===== config.mk =====
export PLATFORM = sky130hd
export DESIGN_NAME = clint_regslave
export DESIGN_NICKNAME = d
export VERILOG_FILES = /design/src/rtl/clint_regslave.sv
export SDC_FILE = /design/constraint.sdc
export NUM_CORES = 1
export LEC_CHECK = 0
export CAP_MARGIN = 15
export CORE_MARGIN = 10
export CORE_UTILIZATION = 50
export DETAILED_ROUTE_END_ITERATION = 7
export PLACE_DENSITY_LB_ADDON = 0.05
export SLEW_MARGIN = 0
export SYNTH_ARGS = -nofsm -noshare
export SYNTH_HDL_FRONTEND = slang
export SYNTH_SLANG_ARGS = --single-unit

===== constraint.sdc =====
create_clock -name clk_i -period 3.3 [get_ports clk_i]
set_clock_uncertainty 0.2 [all_clocks]
set_input_delay 0.66 -clock clk_i [delete_from_list [all_inputs] [get_ports clk_i]]
set_output_delay 0.66 -clock clk_i [all_outputs]
set_load 0.02 [all_outputs]

===== src/rtl/clint_regslave.sv =====
// clint_regslave: core-local interruptor as a register-bus slave.
//   Free-running 64-bit mtime (advanced once every PRESCALE cycles), one
//   64-bit mtimecmp and one msip bit per hart. Read data is registered
//   one cycle after a read strobe; interrupt outputs are registered.
// Ports:
//   clk_i, rst_i           clock, synchronous active-low reset
//   en_i, we_i             access strobe, 1 = write / 0 = read
//   addr_i                 byte address, only [15:3] decoded
//   be_i, wdata_i          byte enables and write data
//   rdata_o                registered read data
//   timer_irq_o            per-hart machine timer interrupt
//   soft_irq_o             per-hart machine software interrupt
module clint_regslave #(
  parameter int unsigned ADDR_WIDTH = 64,
  parameter int unsigned DATA_WIDTH = 64,
  parameter int unsigned NUM_HARTS  = 1,
  parameter int unsigned PRESCALE   = 1
) (
  input  logic                    clk_i,
  input  logic                    rst_i,
  input  logic                    en_i,
  input  logic                    we_i,
  input  logic [ADDR_WIDTH-1:0]   addr_i,
  input  logic [DATA_WIDTH/8-1:0] be_i,
  input  logic [DATA_WIDTH-1:0]   wdata_i,
  output logic [DATA_WIDTH-1:0]   rdata_o,
  output logic [NUM_HARTS-1:0]    timer_irq_o,
  output logic [NUM_HARTS-1:0]    soft_irq_o
);

  if (DATA_WIDTH != 64) begin : g_bad_data_width
    $error("clint_regslave: DATA_WIDTH must be 64");
  end
  if (NUM_HARTS < 1 || NUM_HARTS > 32) begin : g_bad_num_harts
    $error("clint_regslave: NUM_HARTS must be in 1..32");
  end
  if (PRESCALE < 1) begin : g_bad_prescale
    $error("clint_regslave: PRESCALE must be >= 1");
  end

  localparam int unsigned PS_W = (PRESCALE > 1) ? $clog2(PRESCALE) : 1;
  localparam logic [12:0] CMP_BASE = 13'h0800;  // 0x4000 >> 3
  localparam logic [12:0] MTIME_W  = 13'h17FF;  // 0xBFF8 >> 3

  logic [PS_W-1:0] ps_cnt;
  logic            tick;
  logic [12:0]     word;
  logic            wr;
  logic            rd;
  logic [63:0]     mtime;
  logic [63:0]     mtime_inc;
  logic [63:0]     mtime_nxt;
  logic [63:0]     rd_val;
  logic [63:0]     mtimecmp [NUM_HARTS];
  logic [NUM_HARTS-1:0] msip;
  logic            unused_addr;

  assign tick        = (ps_cnt == PS_W'(PRESCALE - 1));
  assign word        = addr_i[15:3];
  assign wr          = en_i & we_i;
  assign rd          = en_i & ~we_i;
  assign unused_addr = ^{addr_i[ADDR_WIDTH-1:16], addr_i[2:0]};

  // Write bytes are overlaid on the already-incremented value, so a
  // written byte never sees a carry from the increment.
  always_comb begin
    mtime_inc = tick ? mtime + 64'd1 : mtime;
    mtime_nxt = mtime_inc;
    if (wr && word == MTIME_W) begin
      for (int unsigned b = 0; b < 8; b++) begin
        if (be_i[b]) mtime_nxt[8*b +: 8] = wdata_i[8*b +: 8];
      end
    end
  end

  // Read decode: MSIP word W packs harts 2W (bit 0) and 2W+1 (bit 32).
  always_comb begin
    rd_val = '0;
    if (word < CMP_BASE) begin
      for (int unsigned h = 0; h < NUM_HARTS; h++) begin
        if (word == 13'(h / 2)) begin
          if (h % 2 == 0) rd_val[0]  = msip[h];
          else            rd_val[32] = msip[h];
        end
      end
    end else if (word == MTIME_W) begin
      rd_val = mtime;
    end else begin
      for (int unsigned h = 0; h < NUM_HARTS; h++) begin
        if (word == CMP_BASE + 13'(h)) rd_val = mtimecmp[h];
      end
    end
  end

  always_ff @(posedge clk_i) begin
    if (!rst_i) begin
      ps_cnt      <= '0;
      mtime       <= '0;
      msip        <= '0;
      rdata_o     <= '0;
      timer_irq_o <= '0;
      soft_irq_o  <= '0;
      for (int unsigned h = 0; h < NUM_HARTS; h++) begin
        mtimecmp[h] <= '1;
      end
    end else begin
      ps_cnt <= tick ? '0 : ps_cnt + 1'b1;
      mtime  <= mtime_nxt;
      if (rd) rdata_o <= rd_val;
      for (int unsigned h = 0; h < NUM_HARTS; h++) begin
        if (wr && word == CMP_BASE + 13'(h)) begin
          for (int unsigned b = 0; b < 8; b++) begin
            if (be_i[b]) mtimecmp[h][8*b +: 8] <= wdata_i[8*b +: 8];
          end
        end
        if (wr && word == 13'(h / 2)) begin
          if (h % 2 == 0) begin
            if (be_i[0]) msip[h] <= wdata_i[0];
          end else begin
            if (be_i[4]) msip[h] <= wdata_i[32];
          end
        end
        timer_irq_o[h] <= (mtime >= mtimecmp[h]);
      end
      soft_irq_o <= msip;
    end
  end

endmodule


==> load_flow_metrics.sql, run 1 <==
INSERT INTO impl_metrics (metric_group, metric, value, unit) VALUES
('logic_synthesis', 'synth.top_cells.by_area', 'sky130_fd_sc_hd__dfxtp_1, sky130_fd_sc_hd__edfxtp_1, sky130_fd_sc_hd__nand2_1', ''),
('global_routing', 'grt_pass1_wl', '47.7', 'mm'),
('pwr', 'irDropWorstVdd', '366', 'µV'),
('clock_network', 'root_buffer_selected_by_cts', 'sky130_fd_sc_hd__clkbuf_16', ''),
('global_routing', 'global_route.usage.total', '0.209', ''),
('pwr', 'ratio_of_total_power_to_cell_area', '382', 'nW/µm²'),
('drt', 'drt_first_pass_iters', '5', ''),
('clock_network', 'cts_setup_buffers', '0', ''),
('cells_and_area', 'final_net_count', '1601', ''),
('drt', 'vias', '9426', ''),
('setup_path', 'regToRegEndpoint', 'mtime[54]$_SDFF_PN0_', ''),
('cells_and_area', 'final_core_utilization', '0.627', ''),
('timing', 'fin_setup_tns', '0', 'ns'),
('timing', 'fmaxAchievable', '0.358', 'GHz'),
('timing', 'timing.max_slew.rel_slack', '0.426', ''),
('floorplan', 'fp.dieArea', '27700', 'µm²'),
('setup_path', 'r2r-start', 'mtime[0]$_SDFF_PN0_', ''),
('global_routing', 'maximum_number_of_pins_on_one_net_before_global_route_repair', '65', ''),
('setup_path', 'r2r_setup_slack', '0.51', 'ns'),
('floorplan', 'design.portCount', '206', ''),
('clock_network', 'cts-root-to-sink-buffers', '2', ''),
('min_path', 'worst_hold_check_path_type', 'reg2reg', ''),
('logic_synthesis', 'ys_warns', '0', ''),
('logic_synthesis', 'syn_area_per_cell', '8.53', 'µm²'),
('logic_synthesis', 'post_synth_edffs', '64', ''),
('global_routing', 'gr-total-overflow', '0', ''),
('timing', 'post-route-min-period', '2.79', 'ns'),
('pwr', 'seq_power_share', '0.505', ''),
('min_path', 'timing.hold.worst.start', 'msip$_SDFFE_PN0P_', ''),
('timing', 'final_max_slew_viol_count', '0', ''),
('clock_network', 'path_clk_slew', '0.07', 'ns'),
('global_routing', 'grt_pass1_vias', '9122', ''),
('drt', 'post_drt_via_cell_ratio', '5.60', ''),
('min_path', 'worstHoldPathCells', '1', ''),
('floorplan', 'die_y', '166', 'µm'),
('setup_path', 'setup.worst_path.class', 'reg2reg', ''),
('logic_synthesis', 'number_of_distinct_library_cells_after_synthesis', '59', ''),
('clock_network', 'cts_tree', 'yes', ''),
('pwr', 'cell_internal_pwr', '3.88', 'mW'),
('drt', 'route.final.wire_length', '30.0', 'mm'),
('logic_synthesis', 'synth.ff_latch_count', '196', ''),
('run_status', 'run_status', 'complete, no violations', ''),
('logic_synthesis', 'yosys-top-cells-count', 'sky130_fd_sc_hd__nand2_1, sky130_fd_sc_hd__dfxtp_1, sky130_fd_sc_hd__o21ai_0', ''),
('clock_network', 'post_cts.resized_instances', '0', ''),
('placed_design', 'io_buffer_count', '154', ''),
('setup_path', 'crit_path_max_fanout', '10', ''),
('logic_synthesis', 'postSynthNetCount', '1462', ''),
('pwr', 'leakage', '5.01', 'nW'),
('timing', 'worst_slew_pin_slew', '0.858', 'ns'),
('drt', 'average_detailed_routed_wire_length_per_instance', '17.8', 'µm'),
('clock_network', 'insertion_delay', '0.44', 'ns'),
('min_path', 'timing.hold.worst_endpoint', 'soft_irq_o$_SDFF_PN0_', ''),
('timing', 'finalSetupViolCount', '0', ''),
('logic_synthesis', 'synth_most_common_cell', 'sky130_fd_sc_hd__nand2_1', ''),
('placed_design', 'place_congestion', '0.887', ''),
('placed_design', 'hpwl_detailed', '21.7', 'mm'),
('drt', 'drtIter0Drc', '707', ''),
('logic_synthesis', 'synth_seq_area_share', '0.426', ''),
('setup_path', 'arrival', '2.92', 'ns'),
('cells_and_area', 'syn_to_final_growth', '23.5', '%'),
('setup_path', 'cp-start-kind', 'flip-flop', ''),
('setup_path', 'reg2reg_depth', '7', ''),
('logic_synthesis', 'post_synth_inst_count', '1257', ''),
('pwr', 'p_switching', '1.18', 'mW'),
('timing', 'finalHoldViolCount', '0', ''),
('clock_network', 'cts_inserted_buffers', '17', ''),
('drt', 'drtAntennaViolNets', '0', ''),
('floorplan', 'initial_util', '0.508', ''),
('pwr', 'clock_group_share_of_total_power', '0.427', ''),
('setup_path', 'endpoint_type_of_the_worst_setup_path', 'flip-flop', ''),
('clock_network', 'cts_hold_buffers', '0', '');
[cell families after synthesis]
group,Yosys count,share of synthesized area
fa+ha+maj,65,0.0759
simple gates,518,0.239
compound gates,275,0.155
xor+xnor,63,0.0515
mux,4,0.00374
other cells,1,0.000350
buf+inv,135,0.0487
flops,196,0.426
[final cells by class]
type | instances | area (µm²)
Antenna cell | 1 | 2.50
Clock buffer | 19 | 464
Clock inverter | 12 | 144
Fill cell | 1882 | 7860
Inverter | 71 | 267
Multi-Input combinational cell | 926 | 5660
Sequential cell | 196 | 4560
Tap cell | 275 | 344
Timing Repair Buffer | 184 | 1790
[metrics by stage]
stage,hold slack (ns),std cells,power [mW],setup slack (ns),instance area [µm²]
2_1_floorplan,0.251,1257,2.75,0.687,10700
3_3_place_gp,0.284,1652,2.95,0.159,12600
3_5_place_dp,0.288,1652,2.95,0.157,12600
4_1_cts,0.306,1683,5.09,0.509,13200
5_1_grt,0.321,1683,5.22,0.309,13200
6_report,0.304,1684,5.06,0.506,13200
[sequential cells by signal, indices dropped and copies added, names as in the netlist]
name         flops
rdata_o         64
msip             1
timer_irq_o      1
mtimecmp        64
ps_cnt           1
mtime           64
soft_irq_o       1
[how the worst max path moves through the flow]
| stage | start | endpoint | cells after the start |
|---|---|---|---|
| 6_report | mtime[0]$_SDFF_PN0_ | mtime[54]$_SDFF_PN0_ | 7 |
| 5_1_grt | mtime[0]$_SDFF_PN0_ | mtime[60]$_SDFF_PN0_ | 8 |
| 4_1_cts | mtime[0]$_SDFF_PN0_ | mtime[54]$_SDFF_PN0_ | 7 |
| 3_5_place_dp | addr_i[6] | mtimecmp[0][49]$_DFFE_PP_ | 8 |
| 3_3_place_gp | addr_i[11] | mtimecmp[0][51]$_DFFE_PP_ | 8 |
| 2_1_floorplan | addr_i[11] | mtimecmp[0][10]$_DFFE_PP_ | 8 |
[critical path, stage by stage, from the launching register on]
cell and delay (ns):
sky130_fd_sc_hd__dfxtp_1 0.45, sky130_fd_sc_hd__ha_1 0.19, sky130_fd_sc_hd__and4b_1 0.25, sky130_fd_sc_hd__nand3_2 0.20, sky130_fd_sc_hd__nor4b_4 0.72, sky130_fd_sc_hd__nand4_1 0.23, sky130_fd_sc_hd__xnor2_1 0.17, sky130_fd_sc_hd__a32o_1 0.26
[routing by layer]
metal / share of wire / GRT usage / wire length [µm] / vias up
met5: 0 / 0 / 0 / -
met4: 0.016 / 0.0611 / 468 / 0
met2: 0.46 / 0.335 / 13800 / 292
met3: 0.070 / 0.0459 / 2090 / 34
li1: - / - / - / 4682
met1: 0.46 / 0.275 / 13700 / 4418
[power by group through the flow]
stage | Combinational, mW | Sequential (mW) | Clock [mW]
2_1_floorplan | 0.149 | 2.60 | 0
3_3_place_gp | 0.338 | 2.61 | 0
3_5_place_dp | 0.339 | 2.61 | 0
4_1_cts | 0.343 | 2.55 | 2.19
5_1_grt | 0.377 | 2.56 | 2.29
6_report | 0.341 | 2.56 | 2.16
[cell usage in the layout, fill, tap and decap left out, types with 18 or more instances in the layout]
cell type,count
sky130_fd_sc_hd__xnor2_1,23
sky130_fd_sc_hd__nand3_1,41
sky130_fd_sc_hd__a21oi_1,55
sky130_fd_sc_hd__dfxtp_1,132
sky130_fd_sc_hd__nor3_1,18
sky130_fd_sc_hd__edfxtp_1,64
sky130_fd_sc_hd__inv_1,70
sky130_fd_sc_hd__buf_4,28
sky130_fd_sc_hd__xor2_1,40
sky130_fd_sc_hd__nand4_1,33
sky130_fd_sc_hd__nand2_1,242
sky130_fd_sc_hd__and2_1,68
sky130_fd_sc_hd__a22oi_1,63
sky130_fd_sc_hd__a211oi_1,27
sky130_fd_sc_hd__clkbuf_16,18
sky130_fd_sc_hd__ha_1,65
sky130_fd_sc_hd__nor2_1,55
sky130_fd_sc_hd__o21ai_0,106
sky130_fd_sc_hd__clkdlybuf4s50_1,153
No activity file was read; power rests on OpenSTA's default activity.
==> run 2: changes to the inputs <==
clock period = 2.6 ns   (was 3.3 ns; I/O delays follow)
==> load_flow_metrics.sql, run 2 (synthesis results as in run 1) <==
INSERT INTO impl_metrics (metric_group, metric, value, unit) VALUES
('min_path', 'worstHoldPathCells', '2', ''),
('timing', 'setup_slack', '0.140', 'ns'),
('floorplan', 'design.core.area', '21100', 'µm²'),
('timing', 'worst_slew_pin_slew', '0.596', 'ns'),
('floorplan', 'die_y', '166', 'µm'),
('timing', 'final_worst_hold_slack', '0.249', 'ns'),
('drt', 'post_drt_via_cell_ratio', '5.50', ''),
('min_path', 'timing.hold.worst.start', 'rst_i', ''),
('drt', 'drtIter0Drc', '732', ''),
('drt', 'vias', '9770', ''),
('timing', 'timing.max_slew.rel_slack', '0.600', ''),
('cells_and_area', 'final_cell_area', '14000', 'µm²'),
('clock_network', 'cts_tree', 'yes', ''),
('setup_path', 'cp_top_family', 'simple AND/OR/NAND/NOR gates', ''),
('drt', 'average_detailed_routed_wire_length_per_instance', '17.5', 'µm'),
('placed_design', 'place_congestion', '0.914', ''),
('cells_and_area', 'num_antenna_cells', '0', ''),
('drt', 'route.final.wire_length', '31.1', 'mm'),
('drt', 'drcViolationCount', '0', ''),
('setup_path', 'arrival', '2.62', 'ns'),
('setup_path', 'library_cell_contributing_the_largest_single_delay_on_the_critical_path', 'sky130_fd_sc_hd__dfxtp_1', ''),
('setup_path', 'setup.worst_path.class', 'reg2reg', ''),
('timing', 'rsz0062_at_grt', 'no', ''),
('cells_and_area', 'reg_top3', 'mtime (64), mtimecmp (64), rdata_o (64)', ''),
('setup_path', 'cp_num_buf_inv', '2', ''),
('cells_and_area', 'final_core_utilization', '0.666', ''),
('setup_path', 'r2r-start', 'mtime[1]$_SDFF_PN0_', ''),
('clock_network', 'cts_inserted_buffers', '17', ''),
('cells_and_area', 'layout-drive-gt1-share', '0.119', ''),
('timing', 'fmaxAchievable', '0.406', 'GHz'),
('pwr', 'leakage', '5.52', 'nW'),
('setup_path', 'reg2reg_depth', '8', ''),
('global_routing', 'gr-total-overflow', '0', ''),
('pwr', 'ratio_of_total_power_to_cell_area', '460', 'nW/µm²'),
('floorplan', 'die_w', '166', 'µm'),
('drt', 'drt_first_pass_iters', '8', ''),
('timing', 'final_max_slew_viol_count', '0', ''),
('global_routing', 'grt_pass1_vias', '9515', ''),
('floorplan', 'rows', '53', ''),
('pwr', 'irDropWorstVdd', '484', 'µV'),
('setup_path', 'endpoint_type_of_the_worst_setup_path', 'flip-flop', ''),
('setup_path', 'worst-endpoint-required', '2.76', 'ns'),
('cells_and_area', 'syn_to_final_growth', '31.1', '%'),
('run_status', 'run_status', 'complete, no violations', ''),
('pwr', 'totalPowerFinal', '6.46', 'mW'),
('clock_network', 'cts_htree_levels', '4', ''),
('placed_design', 'worst_setup_timing_slack_at_the_placement_stage', '-0.267', 'ns'),
('global_routing', 'global_route.usage.total', '0.218', ''),
('placed_design', 'io_buffer_count', '154', ''),
('placed_design', 'placement.cell_area', '13400', 'µm²'),
('timing', 'post-route-min-period', '2.46', 'ns'),
('clock_network', 'cts-root-to-sink-buffers', '2', ''),
('global_routing', 'grt_pass1_wl', '49.9', 'mm'),
('floorplan', 'design.portCount', '206', ''),
('setup_path', 'crit_path_cell_trace', 'buf_4 -> and4b_1 -> nand4_1 -> nor3_1 -> buf_4 -> nand4_1 -> xor2_1 -> a211oi_1', ''),
('timing', 'finalSetupViolCount', '0', ''),
('min_path', 'worst_hold_check_path_type', 'in2reg', ''),
('job', 'count_of_maximum_capacitance_violations', '0', ''),
('setup_path', 'crit_path_max_fanout', '11', ''),
('floorplan', 'fp.dieArea', '27700', 'µm²'),
('floorplan', 'initial_util', '0.508', ''),
('clock_network', 'cts_hold_buffers', '0', ''),
('timing', 'period_share', '0.946', ''),
('cells_and_area', 'final_net_count', '1693', ''),
('setup_path', 'cp-start-kind', 'flip-flop', ''),
('global_routing', 'grt_antenna_before_repair', '0', ''),
('min_path', 'timing.hold.worst_endpoint', 'rdata_o[62]$_SDFFE_PN0P_', ''),
('clock_network', 'clock_sink_count', '196', ''),
('clock_network', 'path_clk_slew', '0.08', 'ns'),
('global_routing', 'maximum_number_of_pins_on_one_net_before_global_route_repair', '42', ''),
('clock_network', 'insertion_delay', '0.44', 'ns'),
('placed_design', 'hpwl_detailed', '23.6', 'mm'),
('setup_path', 'regToRegEndpoint', 'mtime[57]$_SDFF_PN0_', ''),
('cells_and_area', 'final_common_cell', 'sky130_fd_sc_hd__nand2_1', ''),
('timing', 'finalHoldViolCount', '0', ''),
('drt', 'drtAntennaViolNets', '0', ''),
('clock_network', 'root_buffer_selected_by_cts', 'sky130_fd_sc_hd__clkbuf_16', ''),
('cells_and_area', 'mostFrequentLayoutCells', 'sky130_fd_sc_hd__nand2_1, sky130_fd_sc_hd__clkdlybuf4s50_1, sky130_fd_sc_hd__dfxtp_1', ''),
('setup_path', 'slowest_delay', '0.34', 'ns'),
('setup_path', 'r2r_setup_slack', '0.14', 'ns');
-- run 2: cell types whose count changed in the layout (fill, tap and decap cells not counted), sizes merged --
cell / delta
inv: +2
diode: -1
clkinv: +1
clkbuf: +1
buf: +92
clkinvlp: -3
-- run 2: cell type report --
cell class | count | area (µm²)
Clock buffer | 20 | 458
Clock inverter | 12 | 139
Fill cell | 1801 | 7040
Inverter | 71 | 267
Multi-Input combinational cell | 926 | 5660
Sequential cell | 196 | 4560
Tap cell | 275 | 344
Timing Repair Buffer | 276 | 2620
-- run 2: worst max path at each step --
stage / startpoint / end / slack [ns] / cells past startpoint
after floorplan: addr_i[11] / mtimecmp[0][10]$_DFFE_PP_ / 0.13 / 8
after global placement: addr_i[5] / mtime[25]$_SDFF_PN0_ / -0.25 / 9
after detailed placement: addr_i[5] / mtime[25]$_SDFF_PN0_ / -0.27 / 9
after CTS: mtimecmp[0][59]$_DFFE_PP_ / timer_irq_o$_SDFF_PN0_ / 0.08 / 8
after global routing: addr_i[6] / mtime[25]$_SDFF_PN0_ / 0.001 / 9
final: mtime[1]$_SDFF_PN0_ / mtime[57]$_SDFF_PN0_ / 0.14 / 8
-- run 2: report_power, final --
group          leakage (nW)  switching (mW)  internal, mW
registers              1.71          0.0324          3.21
clock network         0.293            1.24          1.50
logic                  3.52           0.250         0.234
-- run 2: layer usage --
| layer | track usage | wire length [µm] | up-vias |
|---|---|---|---|
| li1 | - | - | 4867 |
| met1 | 0.286 | 14100 | 4569 |
| met2 | 0.357 | 14500 | 301 |
| met3 | 0.0431 | 2020 | 33 |
| met4 | 0.0561 | 490 | 0 |
| met5 | 0 | 0 | - |
-- run 2: repair_timing --
item | CTS | global route
hold endpoints to repair | 0 | 0
setup buffers | 0 | 1
gates resized for setup | 0 | 1
setup endpoints to repair | 0 | 2
-- run 2: stage by stage --
| step | setup TNS (ns) | cells |
|---|---|---|
| finish | 0 | 1776 |
| detailed placement | -34.05 | 1743 |
| global route | 0 | 1776 |
| CTS | 0 | 1775 |
| global placement | -25.99 | 1743 |
| floorplan | 0 | 1257 |
==> run 3: changes to the inputs <==
ABC_CLOCK_PERIOD_IN_PS = 2900   (was default)
clock period = 2.9 ns   (was 2.6 ns; I/O delays follow)
==> load_flow_metrics.sql, run 3 (synthesis results as in run 1) <==
INSERT INTO impl_metrics (metric_group, metric, value, unit) VALUES
('placed_design', 'hpwl_detailed', '22.6', 'mm'),
('pwr', 'leakage', '5.22', 'nW'),
('clock_network', 'cts_tree', 'yes', ''),
('setup_path', 'crit_path_cell_trace', 'ha_1 -> and4b_1 -> nand3_2 -> nor4b_4 -> buf_4 -> nand4b_1 -> xor2_1 -> o21ai_0', ''),
('cells_and_area', 'reg_top3', 'mtime (64), mtimecmp (64), rdata_o (64)', ''),
('floorplan', 'die_y', '166', 'µm'),
('floorplan', 'fp.dieArea', '27700', 'µm²'),
('clock_network', 'root_buffer_selected_by_cts', 'sky130_fd_sc_hd__clkbuf_16', ''),
('floorplan', 'design.portCount', '206', ''),
('placed_design', 'worst_setup_timing_slack_at_the_placement_stage', '-0.0529', 'ns'),
('global_routing', 'grt_pass1_wl', '48.1', 'mm'),
('drt', 'drt_first_pass_iters', '5', ''),
('clock_network', 'path_clk_slew', '0.07', 'ns'),
('drt', 'drtIter0Drc', '524', ''),
('global_routing', 'global_route.usage.total', '0.209', ''),
('timing', 'fmaxAchievable', '0.377', 'GHz'),
('placed_design', 'place_congestion', '0.900', ''),
('job', 'count_of_maximum_capacitance_violations', '0', ''),
('cells_and_area', 'mostFrequentLayoutCells', 'sky130_fd_sc_hd__nand2_1, sky130_fd_sc_hd__clkdlybuf4s50_1, sky130_fd_sc_hd__dfxtp_1', ''),
('min_path', 'worstHoldPathCells', '2', ''),
('cells_and_area', 'final_net_count', '1641', ''),
('timing', 'finalSetupViolCount', '0', ''),
('global_routing', 'grt_antenna_before_repair', '1', ''),
('setup_path', 'endpoint_type_of_the_worst_setup_path', 'flip-flop', ''),
('global_routing', 'maximum_number_of_pins_on_one_net_before_global_route_repair', '42', ''),
('timing', 'worst_slew_pin_slew', '0.653', 'ns'),
('timing', 'setup_slack', '0.247', 'ns'),
('setup_path', 'cp_num_buf_inv', '1', ''),
('cells_and_area', 'final_common_cell', 'sky130_fd_sc_hd__nand2_1', ''),
('min_path', 'worst_hold_check_path_type', 'reg2reg', ''),
('timing', 'period_share', '0.915', ''),
('setup_path', 'arrival', '2.80', 'ns'),
('drt', 'post_drt_via_cell_ratio', '5.49', ''),
('setup_path', 'slowest_delay', '0.56', 'ns'),
('setup_path', 'crit_path_max_fanout', '7', ''),
('clock_network', 'cts_inserted_buffers', '17', ''),
('setup_path', 'setup.worst_path.class', 'reg2reg', ''),
('placed_design', 'io_buffer_count', '154', ''),
('drt', 'drtAntennaViolNets', '0', ''),
('cells_and_area', 'final_cell_area', '13600', 'µm²'),
('global_routing', 'gr-total-overflow', '0', ''),
('setup_path', 'worst-endpoint-required', '3.05', 'ns'),
('placed_design', 'placement.cell_area', '13000', 'µm²'),
('clock_network', 'cts_setup_buffers', '0', ''),
('pwr', 'irDropWorstVdd', '407', 'µV'),
('timing', 'final_max_slew_viol_count', '0', ''),
('cells_and_area', 'syn_to_final_growth', '26.6', '%'),
('timing', 'final_worst_hold_slack', '0.305', 'ns'),
('setup_path', 'timing.critical_path.depth', '8', ''),
('drt', 'drcViolationCount', '0', ''),
('cells_and_area', 'finish.cell_count_without_fillers', '1725', ''),
('pwr', 'ratio_of_total_power_to_cell_area', '411', 'nW/µm²'),
('global_routing', 'grt_pass1_vias', '9261', ''),
('pwr', 'totalPowerFinal', '5.58', 'mW'),
('timing', 'post-route-min-period', '2.65', 'ns'),
('drt', 'vias', '9475', ''),
('placed_design', 'numPlacedInstances', '1692', ''),
('setup_path', 'reg2reg_depth', '8', ''),
('clock_network', 'post_cts.resized_instances', '0', ''),
('timing', 'rsz0062_at_grt', 'no', ''),
('clock_network', 'clock_sink_count', '196', ''),
('cells_and_area', 'layout-drive-gt1-share', '0.0870', ''),
('timing', 'timing.max_slew.rel_slack', '0.564', ''),
('timing', 'finalHoldViolCount', '0', ''),
('clock_network', 'cts_htree_levels', '4', ''),
('drt', 'average_detailed_routed_wire_length_per_instance', '17.3', 'µm'),
('clock_network', 'cts_hold_buffers', '0', ''),
('floorplan', 'rows', '53', ''),
('timing', 'fin_setup_tns', '0', 'ns'),
('drt', 'route.final.wire_length', '29.8', 'mm'),
('setup_path', 'library_cell_contributing_the_largest_single_delay_on_the_critical_path', 'sky130_fd_sc_hd__nor4b_4', ''),
('clock_network', 'insertion_delay', '0.44', 'ns'),
('cells_and_area', 'final_core_utilization', '0.644', ''),
('floorplan', 'design.core.area', '21100', 'µm²'),
('setup_path', 'cp_top_family', 'simple AND/OR/NAND/NOR gates', ''),
('clock_network', 'cts-root-to-sink-buffers', '2', ''),
('setup_path', 'cp-start-kind', 'flip-flop', ''),
('floorplan', 'die_w', '166', 'µm'),
('run_status', 'run_status', 'complete, no violations', ''),
('floorplan', 'initial_util', '0.508', '');
## run 3: cell types whose count changed in the layout (fill, tap and decap cells not counted)
| cell | delta |
|---|---|
| sky130_fd_sc_hd__o21ai_0 | +1 |
| sky130_fd_sc_hd__inv_6 | -1 |
| sky130_fd_sc_hd__clkinv_2 | -1 |
| sky130_fd_sc_hd__o21ai_1 | -1 |
| sky130_fd_sc_hd__buf_4 | -49 |
| sky130_fd_sc_hd__bufinv_16 | -2 |
| sky130_fd_sc_hd__inv_8 | +3 |
| sky130_fd_sc_hd__clkbuf_16 | -1 |
| sky130_fd_sc_hd__inv_4 | -1 |
| sky130_fd_sc_hd__buf_12 | -3 |
| sky130_fd_sc_hd__clkinvlp_4 | +3 |
| sky130_fd_sc_hd__diode_2 | +1 |
## run 3: cell type report
| cell class | instances | area [µm²] |
|---|---|---|
| tap | 275 | 344 |
| inverter | 71 | 267 |
| clock inverter | 13 | 115 |
| multi-input combinational | 926 | 5660 |
| timing repair buffer | 224 | 2190 |
| sequential | 196 | 4560 |
| antenna | 1 | 2.50 |
| clock buffer | 19 | 433 |
| fill | 1858 | 7520 |
## run 3: power breakdown
| group | internal, mW | leakage (nW) | switching, mW |
|---|---|---|---|
| Sequential | 2.88 | 1.71 | 0.0303 |
| Clock | 1.13 | 0.258 | 1.13 |
| Combinational | 0.194 | 3.25 | 0.216 |
| Total | 4.20 | 5.22 | 1.38 |
## run 3: worst register-to-register path: cells and delay by family, from the launching register on
family / cells / cell delay, ns
DFF: 1 / 0.43
buffers and inverters: 1 / 0.24
AOI/OAI and AO/OA: 1 / 0.18
adders and majority gates: 1 / 0.19
xor gates and xnor gates: 1 / 0.16
and+or+nand+nor: 4 / 1.17
## run 3: per-layer routing
| metal | vias to the layer above | track usage | part of all wire |
|---|---|---|---|
| li1 | 4770 | - | - |
| met1 | 4424 | 0.276 | 0.46 |
| met2 | 251 | 0.337 | 0.46 |
| met3 | 30 | 0.0483 | 0.066 |
| met4 | 0 | 0.0519 | 0.015 |
| met5 | - | 0 | 0 |
## run 3: final timing paths
path                            from                      end  slack (ns)
min reg2reg  rdata_o[0]$_SDFFE_PN0P_  rdata_o[0]$_SDFFE_PN0P_        0.31
max reg2reg      mtime[0]$_SDFF_PN0_     mtime[52]$_SDFF_PN0_        0.25
max              mtime[0]$_SDFF_PN0_     mtime[52]$_SDFF_PN0_        0.25
min          rdata_o[0]$_SDFFE_PN0P_  rdata_o[0]$_SDFFE_PN0P_        0.31
